File: src/rtl/ringbuffer_drain.sv
// Drains ring-buffer entries to a UART as uppercase hex text, one line per entry.
// Each entry is read from a synchronous RAM, then sent MSB nibble first and terminated by 0x0A.
module ringbuffer_drain #(
  parameter int DATA_WIDTH = 32
) (
  input  logic                  clk,
  input  logic                  reset,
  input  logic                  empty,
  output logic                  ram_rd,
  input  logic [DATA_WIDTH-1:0] ram_data,
  output logic                  read_done,
  output logic [7:0]            uart_data,
  output logic                  uart_valid,
  input  logic                  uart_ready
);

  localparam int NIBBLES = DATA_WIDTH / 4;
  localparam int CNT_W   = $clog2(NIBBLES + 1);

  typedef enum logic [2:0] {
    IDLE,
    FETCH,
    LATCH,
    SEND,
    NEWLINE
  } state_t;

  state_t                state, state_nxt;
  logic [DATA_WIDTH-1:0] shreg;
  logic [CNT_W-1:0]      cnt;

  function automatic logic [7:0] hex_ascii(input logic [3:0] nib);
    if (nib < 4'd10) return 8'h30 + {4'd0, nib};
    else             return 8'h37 + {4'd0, nib};
  endfunction

  always_ff @(posedge clk or posedge reset) begin
    if (reset) state <= IDLE;
    else       state <= state_nxt;
  end

  // Outputs depend on state only, so uart_valid never follows uart_ready combinationally.
  always_comb begin
    state_nxt  = state;
    ram_rd     = 1'b0;
    read_done  = 1'b0;
    uart_valid = 1'b0;
    uart_data  = 8'h00;
    case (state)
      IDLE: begin
        if (!empty) state_nxt = FETCH;
      end
      FETCH: begin
        ram_rd    = 1'b1;
        state_nxt = LATCH;
      end
      LATCH: begin
        read_done = 1'b1;
        state_nxt = SEND;
      end
      SEND: begin
        uart_valid = 1'b1;
        uart_data  = hex_ascii(shreg[DATA_WIDTH-1 -: 4]);
        if (uart_ready && cnt == CNT_W'(1)) state_nxt = NEWLINE;
      end
      NEWLINE: begin
        uart_valid = 1'b1;
        uart_data  = 8'h0A;
        if (uart_ready) state_nxt = IDLE;
      end
      default: state_nxt = IDLE;
    endcase
  end

  // Shift register and nibble counter advance only on an accepted character.
  always_ff @(posedge clk or posedge reset) begin
    if (reset) begin
      shreg <= '0;
      cnt   <= '0;
    end else if (state == LATCH) begin
      shreg <= ram_data;
      cnt   <= CNT_W'(NIBBLES);
    end else if (state == SEND && uart_ready) begin
      shreg <= {shreg[DATA_WIDTH-5:0], 4'h0};
      cnt   <= cnt - CNT_W'(1);
    end
  end

endmodule

File: config.mk
export PLATFORM = sky130hd
export DESIGN_NAME = ringbuffer_drain
export DESIGN_NICKNAME = d
export VERILOG_FILES = /design/src/rtl/ringbuffer_drain.sv
export SDC_FILE = /design/constraint.sdc
export NUM_CORES = 1
export LEC_CHECK = 0
export ABC_AREA = 1
export BUFFER_PORTS_ARGS = -buffer_cell sky130_fd_sc_hd__buf_2
export CAP_MARGIN = 25
export CORE_MARGIN = 3
export CORE_UTILIZATION = 54
export DETAILED_ROUTE_END_ITERATION = 12
export PLACE_DENSITY = 0.8
export SETUP_SLACK_MARGIN = 0.4
export SLEW_MARGIN = 20
export SYNTH_ARGS = -nofsm -noshare
export SYNTH_HDL_FRONTEND = slang
export SYNTH_SLANG_ARGS = --single-unit
export TNS_END_PERCENT = 10
File: constraint.sdc
create_clock -name clk -period 1.9 [get_ports clk]
set_clock_uncertainty 0.1 [all_clocks]
set_input_delay 0.19 -clock clk [delete_from_list [all_inputs] [get_ports clk]]
set_output_delay 0.19 -clock clk [all_outputs]
set_load 0.005 [all_outputs]
# After elaboration in Yosys (flattened, before gate mapping)
# Cells that the tools add are included.
totals:
  in_bits: 36
  out_inout_bits: 11
  register_bits: 39
classes:
  order_cmp: 1
  eq_ne: 8
  n_reduce_logical: 6
  mux: 13
  add_sub_neg: 3
ops:
  columns: ["op", "n"]
  rows:
  - ["32-bit two-way mux", 2]
  - ["3-bit case mux with 5 select lines", 1]
  - ["6-bit by 4-bit adder with 7-bit output, first input constant", 2]
  - ["7-bit case mux with 2 select lines", 1]
  - ["3-bit two-way mux", 3]
  - ["4-bit two-way mux", 2]
  - ["7-bit two-way mux", 1]
  - ["3-bit by 2-bit == test with 1-bit output, second input constant", 2]
  - ["2-bit != test, second input constant", 3]
  - ["4-bit by 1-bit == test with 1-bit output, second input constant", 1]
  - ["4-bit < comparator, second input constant", 1]
  - ["4-bit by 1-bit subtractor with 4-bit output, second input constant", 1]
  - ["3-bit by 1-bit == test with 1-bit output, second input constant", 1]
  - ["3-bit == test, second input constant", 1]
  - ["3-bit logical NOT", 1]
  - ["1-bit two-way mux", 3]
  - ["3-bit AND reduction", 1]
  - ["1-bit logical AND", 2]
  - ["2-bit nonzero test", 1]
  - ["2-bit OR reduction", 1]

# Depth between registers and ports, before layout
depth:
  depth_word: 4
  mapped_depth: 9
  ltp_nobuf: 7

# Least setup slack after synthesis
# No wires, ideal clock.
synth_timing:
  path_kind: "flip-flop to output port"
  from: "register shreg[29]"
  to: "output port uart_data[3]"
  path_buffers: 0
  stages_incl_launch_ff: 6
  arrival_time_ns: 1.077
  required_time_ns: 1.610
  slack_ns: 0.533
  cell_sequence: "dfrtp_1 o21ai_0 inv_1 nor2_1 nand2_1 nand2_1"
synth_between:
  elab_chain_len: 3
  word_cells_on_any_way: 5
synth_lines:
  columns: ["item", "line_no", "source"]
  rows:
  - ["start: declaration", "29", "logic [DATA_WIDTH-1:0] shreg;"]
  - ["start signal: assignment", "81", "shreg <= ram_data;"]
  - ["start signal: assignment", "84", "shreg <= {shreg[DATA_WIDTH-5:0], 4'h0};"]
  - ["6-bit by 4-bit adder with 7-bit output (tied with other cells)", "34", "else return 8'h37 + {4'd0, nib};"]
  - ["7-bit two-way mux (*)", "33", "if (nib < 4'd10) return 8'h30 + {4'd0, nib};"]
  - ["7-bit case mux with 2 select lines (*)", "49", "case (state)"]
  - ["end: declaration", "12", "output logic [7:0] uart_data,"]
# Mark *: on every way between the ends. The rest lies on a longest branch, timed or not.

# Worst setup path after layout
layout_timing:
  from: "register shreg[29]"
  to: "output port uart_data[2]"
# Same word-level chain as after synthesis.

==> flow_results.org <==
** Outcome
- Run status :: finished, final reports clean

** GRT
- Maximum number of pins on one net before global-route repair :: 40
- The total overflow left after global routing is 0.
- The number of global-route vias before repair is 1710.
- Number of antenna violations at the first check in global routing :: 0
- Global routing used 20.8% of the available tracks across all layers.
- The first global-routing pass estimated 7220 um of wire.

** Synthesis
- For this run, the number of Yosys warnings is 0.
- Post-Synthesis Cell Area :: 0.00209 sq mm
- Fraction of the yosys area taken by sequential cells :: 46.8%
- Average instance area after synthesis :: 7.10 sq um
- The number of nets in the synthesized netlist is 333.
- Top-area cell type share of the netlist area :: 46.8%
- Synthesis handed over a netlist of 294 instances.
- Flip-flop and latch count after synthesis :: 39
- Top cells by area, synth :: sky130_fd_sc_hd__dfrtp_1 47%, sky130_fd_sc_hd__nand2_1 31%, sky130_fd_sc_hd__o21ai_0 4.1%
- The synthesized design spends more area on one cell type than any other, namely sky130_fd_sc_hd__dfrtp_1.
- After synthesis, the netlist uses 24 different library cells.

** Drt
- In this run, the number of DRC markers left after iteration 0 of detailed routing was 155.
- After detailed routing, the total wire length is 4620 um.
- In the routed design, unresolved DRC markers number 0.
- First-pass DRT Iterations :: 4
- Average routed wire per standard cell :: 11.7 um
- Using the TritonRoute via totals, the vias-per-cell ratio works out to 4.96.
- Antenna viol nets, final :: 0
- The routed layout has 1953 vias.

** Clocking
- TritonCTS sink count :: 39
- Worst skew pair latency :: 280 ps
- CTS placed an instance of sky130_fd_sc_hd__clkbuf_8 at the clock tree root.
- TritonCTS built the clock tree.
- CTS max path bufs :: 2
- Post-CTS clock slew at the launch and capture registers of the worst setup and hold paths :: 70 ps
- In this run, CTS created clock tree buffers numbering 5.
- The H-tree generated during clock tree synthesis spans 2 levels.

** Setup path
- Crit path launch type :: register
- Max FO, Critical Path :: 3
- Arr. time, crit path :: 1360 ps
- Crit path capture type :: output port
- For the worst setup path, the data required time is 1610 ps.
- Tracing the worst setup path back leads to its startpoint at shreg[29]$_DFFE_PP0P_.
- The worst register-to-register path begins at state[2]$_DFFE_PP0P_.
- Type of the worst setup path :: reg2out

** Pwr
- Switching power total :: 1.99 mW
- P per Cell Area :: 1780 mW/mm^2
- Clock power frac :: 17.3%
- The share of total power dissipated in sequential elements is 30.4%.
- Highest ir drop seen on vdd :: 0.000995 V
- Comb power frac :: 52.4%
- Cell leakage power :: 1.51 nW
- Cell Int Power :: 2.66 mW
- Net switching is 42.7% of the power.

** Die
- The floorplan step set the die width to 68.2 um.
- In this run the vertical extent of the chip is 68.2 um.
- The initial utilization of the core area, before any placement, comes to 59.3%.
- Core region area :: 0.00352 sq mm
- During I/O placement, the number of pins put on the boundary was 47.
- Area enclosed by the die boundary :: 0.00465 sq mm
- The floorplan has 21 rows.

** Finish
- The number of antenna diodes in the final layout is 0.
- From synthesis to final layout, the design area changed by 25.1%.
- # nets final :: 386
- Leaving out fill and tap cells, the most frequent cell in the layout is sky130_fd_sc_hd__nand2_1.
- Measured on the finished design, the core utilization comes to 74.1%.
- Counting the fill cells in the layout gives 290.
- Of the cells placed in the final design, the portion with a size suffix greater than 1 is 24.1%.
- The library cells used most frequently in the layout, excluding fill and tap cells, are 169 x sky130_fd_sc_hd__nand2_1, 45 x sky130_fd_sc_hd__buf_2, 38 x sky130_fd_sc_hd__dfrtp_1.
- Final cell count without fillers :: 394
- With fillers left out, the area of the finished cells amounts to 0.00261 sq mm.

** Placement
- Cell Count Post-Placement :: 377
- Routability congestion estimate :: 0.710
- Post-DP HPWL :: 2970 um
- Post-Place Cell Area :: 0.00232 sq mm
- I/O Buffers :: 45

** Run
- Max-cap violations in this run came to 0.

** Worst hold path
- Worst min-delay path startpoint :: ram_data[1]
- Class of the tightest hold or removal check :: in2reg

** Timing
- Peak clock frequency supported by timing :: 607 MHz
- Setup total negative slack on the finished layout was measured at 0 ps.
- Setup repair after global routing could not meet its margin everywhere.
- The smallest clock period supported by the final layout is computed as 1650 ps.
- Final cycle utilization of the critical path :: 86.7%
- The final max-slew violation count is 0.
- Setup violations remaining at the end of the flow were counted as 0.
- Number of hold violations in the final report :: 0
[per-layer routing]
| metal | up-vias | share of wire (%) | GRT usage, % |
|---|---|---|---|
| met5 | - | 0 | 0 |
| met4 | 0 | 0.54 | 5.21 |
| met3 | 4 | 6.1 | 5.42 |
| met2 | 65 | 50 | 36.1 |
| met1 | 883 | 44 | 25.7 |
| li1 | 1001 | - | - |
[synthesized netlist by cell type]
| cell | n |
|---|---|
| sky130_fd_sc_hd__dfrtp_1 | 39 |
| sky130_fd_sc_hd__nand3b_1 | 1 |
| sky130_fd_sc_hd__nand3_1 | 5 |
| sky130_fd_sc_hd__ha_1 | 3 |
| sky130_fd_sc_hd__nand3_2 | 1 |
| sky130_fd_sc_hd__a21oi_1 | 2 |
| sky130_fd_sc_hd__nand2_2 | 1 |
| sky130_fd_sc_hd__inv_1 | 17 |
| sky130_fd_sc_hd__o21ai_1 | 5 |
| sky130_fd_sc_hd__inv_2 | 4 |
| sky130_fd_sc_hd__o21ai_0 | 17 |
| sky130_fd_sc_hd__buf_2 | 5 |
| sky130_fd_sc_hd__nand2_4 | 1 |
| sky130_fd_sc_hd__nor2_1 | 9 |
| sky130_fd_sc_hd__nand3_4 | 1 |
| sky130_fd_sc_hd__buf_6 | 4 |
| sky130_fd_sc_hd__conb_1 | 1 |
| sky130_fd_sc_hd__nand2_1 | 170 |
| sky130_fd_sc_hd__xnor2_1 | 1 |
| sky130_fd_sc_hd__buf_4 | 2 |
| sky130_fd_sc_hd__o22ai_1 | 1 |
| sky130_fd_sc_hd__nand4_1 | 1 |
| sky130_fd_sc_hd__o211ai_1 | 1 |
| sky130_fd_sc_hd__clkbuf_1 | 2 |
[area by class of cell]
class                   instances  area (sq um)  area share, %
multi-input cells             222           998           38.3
clock inverters                 2          60.1           2.30
clock buffers                   6          72.6           2.78
repair buffers                 58           360           13.8
inverters                      21          83.8           3.21
flip-flops and latches         39           977           37.4
well taps                      46          57.6           2.21
[power by group through the flow]
stage                     Combinational, mW  Clock (mW)  Sequential [mW]
after floorplan                        1.70           0             1.35
after global placement                 1.99           0             1.39
after detailed placement               2.10           0             1.40
after CTS                              2.23       0.818             1.39
after global routing                   2.78       0.852             1.45
final                                  2.44       0.802             1.41
[registers in the layout (all words and copies together) (netlist names)]
| signal | count |
|---|---|
| cnt | 4 |
| shreg | 32 |
| state | 3 |
[through the flow]
step,worst slack [ps],total power [mW],hold WS (ps)
2_1_floorplan,533,3.05,211
3_3_place_gp,55.2,3.38,231
3_5_place_dp,231,3.50,232
4_1_cts,245,4.44,3.70
5_1_grt,171,5.09,34.3
6_report,253,4.65,10.3
[what timing repair did]
item / in CTS / in global routing
hold buffers: 1 / 0
resized for setup: 15 / 8
pin swaps: 0 / 2
setup endpoints to repair: 41 / 46
endpoints found under the hold margin: 39 / 0
buffers inserted: 5 / 2
gates cloned: 0 / 1
[critical path, stage by stage, from the launching register on]
cell and delay (ps):
sky130_fd_sc_hd__dfrtp_1 410, sky130_fd_sc_hd__inv_2 60, sky130_fd_sc_hd__ha_2 180, sky130_fd_sc_hd__nand2_1 70, sky130_fd_sc_hd__nand2_2 60, sky130_fd_sc_hd__o21ai_1 130
sky130_fd_sc_hd__inv_1 50, sky130_fd_sc_hd__buf_2 120
[cell families (layout without fill, tap and decap cells)]
group / Yosys count / count (layout) / share of synthesized area (%)
other: 1 / 1 / 0.180
buffers and inverters: 34 / 87 / 8.21
adder cells (fa/ha/maj): 3 / 3 / 1.80
XOR/XNOR: 1 / 1 / 0.420
AO/OA/AOI/OAI: 26 / 26 / 6.41
AND/OR/NAND/NOR: 190 / 191 / 36.2
flip-flops: 39 / 39 / 46.8
[final timing paths]
kind                                               to  slack [ps]  cells past startpoint
min in group asynchronous        shreg[8]$_DFFE_PP0P_         460                      4
worst min-delay path             shreg[1]$_DFFE_PP0P_          10                      3
worst max-delay path                     uart_data[2]         250                      7
max in group asynchronous        state[1]$_DFFE_PP0P_         880                      4
worst min register to register  shreg[16]$_DFFE_PP0P_         380                      2
worst max register to register   shreg[1]$_DFFE_PP0P_         410                      7
Note: power is estimated with default switching activity, not from simulation.
